<file path="config.mk">
export PLATFORM = sky130hd
export DESIGN_NAME = y_signature_misr
export DESIGN_NICKNAME = d
export VERILOG_FILES = /design/src/rtl/y_signature_misr_pkg.sv /design/src/rtl/y_signature_misr_step_32.sv /design/src/rtl/y_signature_misr.sv
export SDC_FILE = /design/constraint.sdc
export NUM_CORES = 1
export LEC_CHECK = 0
export ABC_AREA = 0
export BUFFER_PORTS_ARGS = -buffer_cell sky130_fd_sc_hd__buf_2
export CAP_MARGIN = 10
export CORE_MARGIN = 3
export CORE_UTILIZATION = 26
export DETAILED_ROUTE_END_ITERATION = 8
export PLACE_DENSITY = 0.47
export SETUP_SLACK_MARGIN = 0.4
export SYNTH_ARGS = -nofsm -noshare
export SYNTH_HDL_FRONTEND = slang
export SYNTH_SLANG_ARGS = --single-unit
</file>
<file path="constraint.sdc">
create_clock -name clk -period 6.48 [get_ports clk]
set_input_delay 0.972 -clock clk [delete_from_list [all_inputs] [get_ports clk]]
set_output_delay 0.972 -clock clk [all_outputs]
set_load 0.02 [all_outputs]
</file>
<file path="src/rtl/y_signature_misr_pkg.sv">
// Shared definitions for the y-bus signature compactor.
//   state_e    : controller states
//   nchunk()   : number of 32-bit chunks covering a bus of a given width
//   misr_step(): one MISR fold of a 32-bit chunk into the signature
package misr_pkg;

  typedef enum logic [1:0] {
    IDLE  = 2'd0,
    ARMED = 2'd1,
    FOLD  = 2'd2,
    DONE  = 2'd3
  } state_e;

  localparam int          SIG_W        = 32;
  localparam logic [31:0] POLY_DEFAULT = 32'h04C11DB7;
  localparam logic [31:0] SEED_DEFAULT = 32'hFFFFFFFF;

  function automatic int nchunk(input int y_width);
    return (y_width + SIG_W - 1) / SIG_W;
  endfunction

  // Shift left, apply the feedback taps when the bit shifted out is set,
  // then mix in the chunk. Pure XOR, no carries.
  function automatic logic [31:0] misr_step(input logic [31:0] sig,
                                            input logic [31:0] chunk,
                                            input logic [31:0] poly = POLY_DEFAULT);
    return {sig[30:0], 1'b0} ^ (sig[31] ? poly : 32'h0) ^ chunk;
  endfunction

endpackage

</file>
<file path="src/rtl/y_signature_misr_step_32.sv">
// Combinational single fold step of the 32-bit MISR.
//   sig_i   : current signature
//   chunk_i : 32-bit data chunk to fold in
//   sig_o   : next signature
module misr_step_32
  import misr_pkg::*;
#(
  parameter logic [31:0] POLY = POLY_DEFAULT
) (
  input  logic [31:0] sig_i,
  input  logic [31:0] chunk_i,
  output logic [31:0] sig_o
);

  assign sig_o = misr_step(sig_i, chunk_i, POLY);

endmodule

</file>
<file path="src/rtl/y_signature_misr.sv">
// Compacts WINDOW accepted samples of a wide bus y into a 32-bit MISR
// signature, folding one 32-bit chunk per clock (chunk 0 first).
//   clk, rst_n        : clock, async active-low reset
//   start             : load SEED, clear count, arm capture (any state)
//   y_valid, y        : sample handshake / data in
//   y_ready           : high in ARMED only
//   busy              : high from start until the window completes
//   sample_cnt        : samples fully folded in the current window
//   sig_valid         : signature final, held until sig_ack
//   signature         : current MISR value
//   sig_ack           : consumer took signature
module y_signature_misr
  import misr_pkg::*;
#(
  parameter int          Y_WIDTH   = 550,
  parameter int          SIG_WIDTH = 32,
  parameter logic [31:0] POLY      = POLY_DEFAULT,
  parameter logic [31:0] SEED      = SEED_DEFAULT,
  parameter int          WINDOW    = 21
) (
  input  logic                 clk,
  input  logic                 rst_n,
  input  logic                 start,
  input  logic                 y_valid,
  input  logic [Y_WIDTH-1:0]   y,
  output logic                 y_ready,
  output logic                 busy,
  output logic [7:0]           sample_cnt,
  output logic                 sig_valid,
  output logic [SIG_WIDTH-1:0] signature,
  input  logic                 sig_ack
);

  localparam int NCHUNK = nchunk(Y_WIDTH);
  localparam int PAD_W  = NCHUNK * 32;

  state_e             state_q, state_d;
  logic [Y_WIDTH-1:0] hold_q, hold_d;
  logic [4:0]         idx_q, idx_d;
  logic [7:0]         cnt_q, cnt_d;
  logic [31:0]        sig_q, sig_d;
  logic               busy_q, busy_d;
  logic               sv_q, sv_d;

  logic [PAD_W-1:0]   hold_pad;
  logic [31:0]        chunk;
  logic [31:0]        sig_step;
  logic               last_chunk;

  // Top chunk is zero-padded above Y_WIDTH-1.
  assign hold_pad   = PAD_W'(hold_q);
  assign chunk      = hold_pad[{idx_q, 5'd0} +: 32];
  assign last_chunk = (idx_q == 5'(NCHUNK - 1));

  misr_step_32 #(.POLY(POLY)) u_step (
    .sig_i   (sig_q),
    .chunk_i (chunk),
    .sig_o   (sig_step)
  );

  always_comb begin
    state_d = state_q;
    hold_d  = hold_q;
    idx_d   = idx_q;
    cnt_d   = cnt_q;
    sig_d   = sig_q;
    busy_d  = busy_q;
    sv_d    = sv_q;

    // start aborts any window in progress and wins over sig_ack
    if (start) begin
      state_d = ARMED;
      sig_d   = SEED;
      cnt_d   = 8'd0;
      idx_d   = 5'd0;
      busy_d  = 1'b1;
      sv_d    = 1'b0;
    end else begin
      case (state_q)
        ARMED: begin
          if (y_valid) begin
            hold_d  = y;
            idx_d   = 5'd0;
            state_d = FOLD;
          end
        end
        FOLD: begin
          sig_d = sig_step;
          if (last_chunk) begin
            idx_d = 5'd0;
            cnt_d = cnt_q + 8'd1;
            if (cnt_q + 8'd1 == 8'(WINDOW)) begin
              state_d = DONE;
              busy_d  = 1'b0;
              sv_d    = 1'b1;
            end else begin
              state_d = ARMED;
            end
          end else begin
            idx_d = idx_q + 5'd1;
          end
        end
        DONE: begin
          if (sig_ack) begin
            state_d = IDLE;
            sv_d    = 1'b0;
          end
        end
        default: ;
      endcase
    end
  end

  always_ff @(posedge clk or negedge rst_n) begin
    if (!rst_n) begin
      state_q <= IDLE;
      hold_q  <= '0;
      idx_q   <= 5'd0;
      cnt_q   <= 8'd0;
      sig_q   <= SEED;
      busy_q  <= 1'b0;
      sv_q    <= 1'b0;
    end else begin
      state_q <= state_d;
      hold_q  <= hold_d;
      idx_q   <= idx_d;
      cnt_q   <= cnt_d;
      sig_q   <= sig_d;
      busy_q  <= busy_d;
      sv_q    <= sv_d;
    end
  end

  assign y_ready    = (state_q == ARMED);
  assign busy       = busy_q;
  assign sample_cnt = cnt_q;
  assign sig_valid  = sv_q;
  assign signature  = SIG_WIDTH'(sig_q);

endmodule
</file>
# Word-level counts from Yosys, hierarchy flattened
# Cells that the tools add are included.
# W data, S select, Z words.
# op_classes
n_eq_ne	9
n_addsub	2
n_bitwise	3
n_mux	25
shifts	1
reduce_logical	12
# op_table
cell	count
$shiftx A576 B11 Y32	1
$mux W32	2
$xor A32 B32 Y32	2
$mux W27	1
$mux W8	3
$mux W5	3
$ne A3 B3 Y1 const B	4
$mux W2	5
$pmux W5 S2	1
$add A8 B1 Y8 const B	1
$eq A8 B5 Y1 const B	1
$mux W1	8
$reduce_and A4 Y1	2
$pmux W2 S3	1
$reduce_and A3 Y1	2
$reduce_bool A2 Y1	3
$reduce_bool A3 Y1	2
$add A5 B1 Y5 const B	1
$eq A5 B5 Y1 const B	1
$eq A2 B2 Y1 const B	2
$reduce_and A2 Y1	2
$reduce_bool A4 Y1	1
$eq A2 B1 Y1 const B	1
$pmux W1 S2	1
$not A1 Y1	1
# totals
elab_cells	59
regBits	599
output_inout_bits	43
input_bits	555

# Depth between registers and ports, before layout
# logic_depth
depth_word	6
depth_mapped	10
ltp_nobuf	7

# By module
# From an unflattened synthesis, not the netlist that was laid out.
# hier_totals
hier_cells	1832
area_unflattened_um2	27562.7
# modules_own_cells
module	seq_area_each_um2	n_inst	area_per_inst_um2	cells_per_inst
y_signature_misr	15029.4	1	27057.2	1799
misr_step_32	0.0	1	505.5	33

# Worst setup path before layout
# OpenSTA, ideal clock, no wires.
# synth_path
kind	input port to flip-flop
start	input start
end	register sig_q[11] (netlist: signature[11])
stages	5
path_slack_ps	4184
path_buffers	2
t_arrival_ps	2215
setup_time_ps	81
cell_sequence	buf_2 > inv_1 > nand2_1 > dlygate4sd3_1 > o221a_1
# synth_via
elab_chain_cells	1
elab_cells_between_ends	2
# synth_lines
item	line	text
from (decl)	y_signature_misr.sv:23	input logic start,
$mux W32 or $reduce_bool A2 Y1 (tied branches)	-	
to (signal assigned)	y_signature_misr.sv:128	sig_q <= sig_d;
to (decl)	y_signature_misr.sv:41	logic [31:0] sig_q, sig_d;
# Several ways; a longest one is shown, not always the timed one.
# A chain may end at the register's enable or synchronous reset.

# Worst setup path in the final report
# layout_path
start	register idx_q[1]
end	register sig_q[14] (netlist: signature[14])
# layout_via
elab_chain_cells	4
# layout_lines
item	line	text
from (decl)	y_signature_misr.sv:39	logic [4:0] idx_q, idx_d;
from (signal assigned)	y_signature_misr.sv:126	idx_q <= idx_d;
$shiftx A576 B11 Y32	y_signature_misr.sv:52	assign chunk = hold_pad[{idx_q, 5'd0} +: 32];
$xor A32 B32 Y32	y_signature_misr_pkg.sv:27	return {sig[30:0], 1'b0} ^ (sig[31] ? poly : 32'h0) ^ chunk;
$mux W32	y_signature_misr.sv:79	case (state_q)
$mux W32	y_signature_misr.sv:71	if (start) begin
# No other way between the ends. The select of a mux whose other input is x is not followed.

==> impl_metrics.tcl <==
set metrics [dict create \
    ir_drop_mv 0.190 \
    hold_buffers 0 \
    ys_warn_count 0 \
    routabilityCongestion 0.790 \
    worst-endpoint-arrival_ns 3.98 \
    yosysUniqueCellTypes 58 \
    clk_path_buf_depth 3 \
    cp_top_family "simple AND/OR/NAND/NOR gates" \
    min_path_type "input port to async pin" \
    fmax_ghz 0.292 \
    cp.required_ns 7.03 \
    fill_cells 10500 \
    synth_seq_cells 599 \
    track_usage 0.165 \
    wl_mm 92.8 \
    dr.pass1.iters 5 \
    crit-reg2reg-launch "idx_q[1]" \
    htreeDepth 3 \
    overflow 0 \
    synth_edf_count 0 \
    cp_max_fo 27 \
    post-cts-setup-buffers 0 \
    syn-cell-area_mm2 0.0277 \
    cts_root_buf "clkbuf_16" \
    crit_path_start_kind "flip-flop" \
    p_leak_nw 14.4 \
    chipWidth_um 332 \
    max_stage_delay_ns 0.92 \
    period_needed_ns 3.43 \
    die_h_um 332 \
    synth_ff_type "dfrtp_1" \
    final_common_cell "buf_2" \
    drive_gt1_frac 0.555 \
    route.met3.wl_mm 6.63 \
    drv_cap 0 \
    ys_seq_area_frac 0.543 \
    pin_count 598 \
    ant_nets 0 \
    clkLatencyLatePin_ns 0.65 \
    routed.top_layer "met5" \
    skew_ns 0.0306 \
    crit_buf_inv 0 \
    place_area_mm2 0.0319 \
    synth_top_cell_by_area "dfrtp_1" \
    wl_per_cell_um 23.8 \
    r2r-end "signature[14]" \
    nets 2991 \
    slew_viol_final 0 \
    cts_tree "done" \
    place_inst 3744 \
    io_buffers 597 \
    worst_pin_slew_ns 1.30 \
    drc_errors 0 \
    finalSetupViolations 0 \
    grt_pass1_vias 20165 \
    status "complete, no violations" \
    cts_resized 0 \
    power.density_mw_per_mm2 334 \
    dr_wl_met2_mm 43.3 \
    slew_headroom 0.131 \
    synth_nets 2430 \
    cp_cell_sequence "nor4b_4 -> nor2b_4 -> and2_2 -> nand3_1 -> o221a_1" \
    row_count 119 \
    r2r_cells 5 \
    via_per_inst 4.72 \
    core_area_mm2 0.105 \
    instances_no_fill 3906 \
    design_area_mm2 0.0346 \
    hold_viol_final 0 \
    syn_avg_cell_area_um2 14.8 \
    finalCritPeriodShare 0.529 \
    drtIter0Drc 885 \
    cts_sinks 599 \
    synthDominantCellAreaShare 0.513 \
    die_area_mm2 0.110 \
    area_growth_pct 24.8 \
    hpwl_mm 66.2 \
    grt_pass1_wl_mm 135 \
    grt_setup_unrepaired "false" \
    async_flop_share 1.00 \
    mostFrequentLayoutCells "596 x buf_2, 565 x dfrtp_1, 554 x mux2_2" \
    tns_ns 0 \
    netlist_top_cells_area "dfrtp_1 51%, mux2_2 23%, mux2i_1 5.9%" \
    antenna_found_initial 45 \
    postSynthCellCount 1871 \
    via_count 18429 \
    clk_pin_slew_ns 0.06 \
    r2r_slack_ns 3.05 \
    critPathKind "flip-flop to flip-flop" \
    grt_max_degree 170 \
    slowest_stage "nor2b_4" \
    crit_path_end_kind "flip-flop" \
    met1_length_mm 40.5 \
    initial_core_util 0.263 \
    cts_made_buffers 77 \
]
==> synth_stat cells, types with 6 or more instances <==
library cell    number
a21oi_1             39
a22o_1              26
a22oi_1             62
a31oi_1             27
buf_2               85
buf_4               11
buf_6               12
clkbuf_1            11
dfrtp_1            567
dfstp_2             32
dlymetal6s2s_1       6
inv_1                6
mux2_2             554
mux2i_1            163
mux4_1              19
mux4_2              41
nand2_1             24
nand3_1             38
nor2_1              19
o21ai_0              9
o221a_1             26
o22ai_1              6
xor2_1              19
==> metal layers <==
layer / global-route usage / vias to the layer above
met4: 0.0471 / 30
met3: 0.0562 / 159
met5: 0 / -
li1: - / 8224
met1: 0.212 / 9490
met2: 0.263 / 526
==> worst reg2reg max path, stage by stage (launching register included) <==
cell	delay, ns
dfrtp_4	0.66
nor4b_4	0.55
nor2b_4	0.92
and2_2	0.86
nand3_1	0.20
o221a_1	0.16
==> report_power, final <==
group	total (W)	internal, W	switching (W)
combinational	0.00197	0.00119	0.000775
clock	0.00445	0.00272	0.00173
sequential	0.00514	0.00466	0.000480
==> area by class of cell <==
cell class / instances / area (µm²) / share of cell area
antenna: 25 / 62.6 / 0.00181
clock buffer: 110 / 2230 / 0.0647
clock inverter: 27 / 387 / 0.0112
inverter: 6 / 22.5 / 0.000652
multi-input combinational: 1131 / 11800 / 0.342
sequential: 599 / 15000 / 0.435
tap: 1391 / 1740 / 0.0504
timing repair buffer: 617 / 3260 / 0.0943
==> registers in the layout (all words and copies together) (netlist names) <==
signal,count
hold_q,550
state_q,2
sig_valid,1
busy,1
sample_cnt,8
signature,32
idx_q,5
==> worst max-delay path by stage <==
stage	from	end	slack (ns)	depth (start not counted)
floorplan	start	signature[11]	4.18	5
global placement	idx_q[0]	sample_cnt[7]	2.97	7
detailed placement	idx_q[0]	sample_cnt[7]	2.96	7
CTS	idx_q[1]	signature[14]	2.97	5
global route	idx_q[0]	sample_cnt[6]	2.71	7
finish	idx_q[1]	signature[14]	3.05	5
==> kinds of logic (layout without fill, tap and decap cells) <==
kind of cell             count (synthesis)  in the layout  share of synthesized area
AO/OA/AOI/OAI                          212            212                     0.0577
buffers and inverters                  141            760                     0.0325
adder cells (fa/ha/maj)                  4              4                    0.00181
multiplexers                           779            779                      0.336
flip-flops                             599            599                      0.543
other                                    0             25                          0
AND/OR/NAND/NOR                        114            114                     0.0216
XOR/XNOR                                22             22                    0.00696
==> through the flow <==
| stage | hold WS (ns) | setup slack, ns | power [W] | utilization |
|---|---|---|---|---|
| floorplan | 0.472 | 4.18 | 0.00647 | - |
| finish | 0.378 | 3.05 | 0.0116 | 0.328 |
| global route | 0.389 | 2.71 | 0.0122 | 0.328 |
| detailed placement | 0.466 | 2.96 | 0.00722 | 0.302 |
| CTS | 0.367 | 2.97 | 0.0118 | 0.327 |
| global placement | 0.468 | 2.97 | 0.00711 | 0.302 |
No activity file was read; power rests on OpenSTA's default activity.
